File: src/rtl/fsm_io_pkg.sv
// Shared widths, defaults and simulation-friendly timing for the FSM input stage.
package fsm_io_pkg;

    localparam int SW_W_DEF        = 2;
    localparam int STEP_CNT_W      = 8;
    localparam int DB_CYCLES_DEF   = 50000;
    localparam int AUTO_PERIOD_DEF = 25000000;

    // Short timings so a simulation sees debounce and auto-step in a few cycles.
    localparam int DB_CYCLES_SIM   = 4;
    localparam int AUTO_PERIOD_SIM = 8;

    typedef enum logic {
        MODE_MANUAL = 1'b0,
        MODE_AUTO   = 1'b1
    } run_mode_e;

    // Counter width able to hold the value n itself.
    function automatic int cnt_w(input int n);
        return (n < 1) ? 1 : $clog2(n + 1);
    endfunction

endpackage

File: src/rtl/fsm_step_ctrl_debounce_bit.sv
// One raw input bit: 2-flop synchronizer followed by a stable-count debouncer.
// hold_i stalls a completing update by one edge so the consumer never sees
// this bit change on the same edge as a step strobe.
module debounce_bit
    import fsm_io_pkg::*;
#(
    parameter int DB_CYCLES = DB_CYCLES_SIM
) (
    input  logic clk,
    input  logic reset,
    input  logic raw_i,
    input  logic hold_i,
    output logic stable_o
);

    localparam int CW = cnt_w(DB_CYCLES);

    logic          sync1_q;
    logic          sync2_q;
    logic          stable_q;
    logic [CW-1:0] cnt_q;
    logic          done;

    // True when this edge would bring the count up to DB_CYCLES (or it is parked there).
    assign done = ({1'b0, cnt_q} + 1'b1) >= (CW+1)'(DB_CYCLES);

    // Synchronize, count consecutive disagreeing cycles, adopt the new level when the count completes.
    always_ff @(posedge clk) begin
        if (reset) begin
            sync1_q  <= 1'b0;
            sync2_q  <= 1'b0;
            stable_q <= 1'b0;
            cnt_q    <= '0;
        end else begin
            sync1_q <= raw_i;
            sync2_q <= sync1_q;
            if (sync2_q == stable_q) begin
                cnt_q <= '0;
            end else if (done) begin
                if (hold_i) begin
                    cnt_q <= CW'(DB_CYCLES);
                end else begin
                    stable_q <= sync2_q;
                    cnt_q    <= '0;
                end
            end else begin
                cnt_q <= cnt_q + 1'b1;
            end
        end
    end

    assign stable_o = stable_q;

endmodule

File: src/rtl/fsm_step_ctrl.sv
// Conditions switches, step button and run-mode switch for the Mealy FSM demos:
// clean input vector plus a one-cycle advance strobe from button or auto timer.
module fsm_step_ctrl
    import fsm_io_pkg::*;
#(
    parameter int SW_W        = SW_W_DEF,
    parameter int DB_CYCLES   = DB_CYCLES_DEF,
    parameter int AUTO_PERIOD = AUTO_PERIOD_DEF
) (
    input  logic                  clk,
    input  logic                  reset,
    input  logic [SW_W-1:0]       sw_raw,
    input  logic                  step_btn_raw,
    input  logic                  run_mode_raw,
    output logic [SW_W-1:0]       sw_out,
    output logic                  step_pulse,
    output logic                  auto_active,
    output logic [STEP_CNT_W-1:0] step_count
);

    localparam int TW = $clog2(AUTO_PERIOD);

    logic                  btn_stable;
    logic                  btn_prev_q;
    logic [TW-1:0]         timer_q;
    logic                  step_pulse_q;
    logic                  step_pulse_d;
    logic [STEP_CNT_W-1:0] step_count_q;
    logic                  sw_hold;
    run_mode_e             mode;

    // Switch bits freeze for one edge whenever the strobe is about to rise.
    assign sw_hold = step_pulse_d & ~step_pulse_q;

    for (genvar i = 0; i < SW_W; i++) begin : g_sw
        debounce_bit #(.DB_CYCLES(DB_CYCLES)) u_sw (
            .clk      (clk),
            .reset    (reset),
            .raw_i    (sw_raw[i]),
            .hold_i   (sw_hold),
            .stable_o (sw_out[i])
        );
    end

    debounce_bit #(.DB_CYCLES(DB_CYCLES)) u_btn (
        .clk      (clk),
        .reset    (reset),
        .raw_i    (step_btn_raw),
        .hold_i   (1'b0),
        .stable_o (btn_stable)
    );

    debounce_bit #(.DB_CYCLES(DB_CYCLES)) u_mode (
        .clk      (clk),
        .reset    (reset),
        .raw_i    (run_mode_raw),
        .hold_i   (1'b0),
        .stable_o (auto_active)
    );

    assign mode = run_mode_e'(auto_active);

    // Strobe source: timer wrap in auto mode, debounced button rise in manual mode.
    // Mode is the registered debounced value, so an edge coinciding with a mode
    // change is judged under the new mode.
    always_comb begin
        step_pulse_d = 1'b0;
        case (mode)
            MODE_AUTO:   step_pulse_d = (timer_q == TW'(AUTO_PERIOD - 1));
            default:     step_pulse_d = btn_stable & ~btn_prev_q;
        endcase
    end

    // Edge register, auto timer (held at zero outside auto), strobe and wrap-around step counter.
    always_ff @(posedge clk) begin
        if (reset) begin
            btn_prev_q   <= 1'b0;
            timer_q      <= '0;
            step_pulse_q <= 1'b0;
            step_count_q <= '0;
        end else begin
            btn_prev_q   <= btn_stable;
            step_pulse_q <= step_pulse_d;
            step_count_q <= step_count_q + STEP_CNT_W'(step_pulse_q);
            if (mode != MODE_AUTO || timer_q == TW'(AUTO_PERIOD - 1))
                timer_q <= '0;
            else
                timer_q <= timer_q + 1'b1;
        end
    end

    assign step_pulse = step_pulse_q;
    assign step_count = step_count_q;

endmodule

File: config.mk
export PLATFORM = sky130hd
export DESIGN_NAME = fsm_step_ctrl
export DESIGN_NICKNAME = d
export VERILOG_FILES = /design/src/rtl/fsm_io_pkg.sv /design/src/rtl/fsm_step_ctrl_debounce_bit.sv /design/src/rtl/fsm_step_ctrl.sv
export SDC_FILE = /design/constraint.sdc
export NUM_CORES = 1
export LEC_CHECK = 0
export BUFFER_PORTS_ARGS = -buffer_cell sky130_fd_sc_hd__buf_2
export CAP_MARGIN = 20
export CORE_UTILIZATION = 45
export CTS_CLUSTER_SIZE = 14
export DETAILED_ROUTE_END_ITERATION = 12
export PLACE_DENSITY_LB_ADDON = 0.05
export SLEW_MARGIN = 20
export SYNTH_ARGS = -nofsm -noshare
export SYNTH_HDL_FRONTEND = slang
export SYNTH_HIERARCHICAL = 1
export SYNTH_SLANG_ARGS = --single-unit
File: constraint.sdc
create_clock -name clk -period 4.8 [get_ports clk]
set_input_delay 0.96 -clock clk [delete_from_list [all_inputs] [get_ports clk]]
set_output_delay 0.96 -clock clk [all_outputs]
set_load 0.02 [all_outputs]
==> results.tsv <==
metric	value	unit
avgSynthCellArea	8.89	um2
crit_type	flop to flop	
ys_warn_count	6	
cap_violations	0	
cts-resized-gates	0	
slew_violations	0	
std_cell_rows	42	
io_pins	18	
numPlacedInstances	876	
finalHoldViolCount	0	
p_leak	2.01	nW
yosysSeqAreaShare	35.9	%
p_per_area	253	nW/um2
worst_pin_slew	0.984	ns
hp-class	flop to flop	
drc	0	
diodes	0	
io_buffers	17	
root_buffer	clkbuf_16	
nets	724	
hold_depth	1	
synth_flop_cell	dfxtp_1	
ctsHoldBuffers	0	
grt_pass1_wl	22300	um
worstPathArrival	2.82	ns
clock-sinks	111	
ir_worst_vdd	0.178	mV
nFillCells	1290	
die_h	119	um
rsz0062_at_grt	no	
async_reset_ff_share	0	%
grt_use_total	19.4	%
crit_path_max_fanout	7	
final_cells	892	
place_hpwl	9460	um
synthCells	696	
overflow	0	
drtAntennaViolNets	0	
regToRegSetupSlack	2.26	ns
worstSetupEndpointType	flop	
post-route-min-period	2.54	ns
die_area	14200	um2
gp_congestion	0.855	
area_growth	8.31	%
relSlewSlack	34.4	%
synth.distinct_cells	52	
dr.pass1.iters	5	
worst_clock_skew	0.00970	ns
status	completed	
num_vias	5027	
clk_latency	0.36	ns
wl_per_cell	14.6	um
post-cts-setup-buffers	0	
cts_tree	built	
start_kind	flop	
synth-seq-cells	111	
grt_pass1_vias	4671	
drtIter0Drc	425	
netlist_area	6190	um2
start_util	46.4	%
required	5.09	ns
synth-edff-count	0	
fin_crit_sh	52.9	%
cts_buffers	9	
die_x	119	um
cts_max_level	3	
vias_per_cell	5.64	
fmax	0.394	GHz
wl	13000	um
finalSetupTns	0	ns
clk_pin_slew_worst_paths	0.08	ns
drive_above_1_share	13.3	%
antenna_found_initial	0	
clockBufferDepth	2	
coreArea	13300	um2
setup_viol	0	
grt_max_degree	32	
reg2reg_depth	7	
synthesized netlist by cell type (5+ instances only):
master / count / area [um2]
nor4b_1: 5 / 43.8
mux2i_1: 8 / 80.1
inv_1: 26 / 97.6
buf_2: 9 / 45.0
nor4_1: 19 / 119
nand2_1: 43 / 161
a21oi_1: 15 / 75.1
nand4_1: 19 / 119
nand4_4: 5 / 106
a21o_1: 5 / 37.5
o21ai_0: 24 / 120
nor2b_1: 15 / 93.8
nor3_1: 20 / 100
or4_4: 6 / 67.6
a211oi_1: 24 / 180
and3_1: 11 / 68.8
and2_1: 7 / 43.8
nand3_1: 38 / 190
ha_1: 7 / 87.6
nand2b_1: 24 / 150
or2_2: 10 / 62.6
xnor2_1: 48 / 420
and4_1: 5 / 43.8
dfxtp_1: 111 / 2220
nor2_1: 88 / 330
or3_1: 8 / 50.1
xor2_1: 28 / 245
area by class of cell:
| cell class | count | area, um2 | area share (%) |
|---|---|---|---|
| well taps | 176 | 220 | 3.28 |
| inverters | 26 | 97.6 | 1.46 |
| repair buffers | 17 | 85.1 | 1.27 |
| clock inverters | 6 | 60.1 | 0.896 |
| multi-input cells | 546 | 3780 | 56.4 |
| clock buffers | 10 | 239 | 3.56 |
| flip-flops and latches | 111 | 2220 | 33.1 |
worst max-delay path, cell delays in order (launching register included):
cell and delay, ns:
dfxtp_1 0.41, ha_1 0.31, nand4_1 0.31, nor4_1 0.54
a32o_1 0.20, a21oi_1 0.09, o32ai_4 0.38, mux2i_1 0.22
sequential cells by signal (all words and copies together) (netlist names), 2 cells and up:
name / flops
g_sw.u_sw/cnt_q: 32
timer_q: 25
u_btn/cnt_q: 16
u_mode/cnt_q: 16
step_count: 8
g_sw.u_sw/stable_o: 2
g_sw.u_sw/sync1_q: 2
g_sw.u_sw/sync2_q: 2
layout by cell type, fill, tap and decap left out, drive strengths merged, types with 12 or more instances in the layout:
cell    netlist  routed
a211oi       24      24
a21oi        15      15
and3         12      12
buf          13      17
dfxtp       111     111
inv          26      30
nand2        43      43
nand2b       24      24
nand3        38      38
nand4        25      25
nor2         88      88
nor2b        15      15
nor3         20      20
nor4         23      23
o21ai        24      24
xnor2        48      48
xor2         28      28
per-layer routing:
layer	up-vias	global-route usage [%]	share of wire, %
li1	2546	-	-
met1	2368	25.7	49
met2	96	30.9	46
met3	17	4.36	3.7
met4	0	6.49	1.5
met5	-	0	0
final timing paths:
path                                                       from                         endpoint
worst max-delay path                  u_btn/cnt_q[0]$_SDFF_PP0_      u_btn/stable_o$_SDFFE_PP0P_
worst min-delay path            g_sw[0].u_sw/sync1_q$_SDFF_PP0_  g_sw[0].u_sw/sync2_q$_SDFF_PP0_
worst max register to register        u_btn/cnt_q[0]$_SDFF_PP0_      u_btn/stable_o$_SDFFE_PP0P_
worst min register to register  g_sw[0].u_sw/sync1_q$_SDFF_PP0_  g_sw[0].u_sw/sync2_q$_SDFF_PP0_
logic make-up (layout without fill, tap and decap cells):
| group | count (synthesis) | after routing | synth area share, % |
|---|---|---|---|
| xor gates and xnor gates | 76 | 76 | 10.8 |
| muxes | 8 | 8 | 1.29 |
| DFF | 111 | 111 | 35.9 |
| AOI/OAI and AO/OA | 108 | 108 | 15.9 |
| other | 1 | 4 | 0.0606 |
| and+or+nand+nor | 343 | 343 | 31.5 |
| adders and majority gates | 7 | 7 | 1.41 |
| buffers and inverters | 42 | 59 | 3.21 |
power breakdown:
part	switching [mW]	internal, mW	leakage (nW)	total, mW
Combinational	0.0115	0.00673	0.970	0.0182
Clock	0.370	0.380	0.147	0.749
Sequential	0.00230	0.924	0.896	0.926
Total	0.383	1.31	2.01	1.69
metrics by stage:
| stage | power, mW | hold slack, ns | setup slack (ns) | area, um2 | utilization (%) |
|---|---|---|---|---|---|
| 2_1_floorplan | 0.959 | 0.414 | 2.67 | 6200 | - |
| 3_5_place_dp | 0.966 | 0.422 | 2.24 | 6400 | 48.0 |
| 4_1_cts | 1.73 | 0.436 | 2.22 | 6700 | 50.2 |
| 3_3_place_gp | 0.966 | 0.418 | 2.29 | 6400 | 48.0 |
| 6_report | 1.69 | 0.437 | 2.26 | 6700 | 50.2 |
| 5_1_grt | 1.77 | 0.455 | 2.04 | 6700 | 50.2 |
No activity file was read; power rests on OpenSTA's default activity.
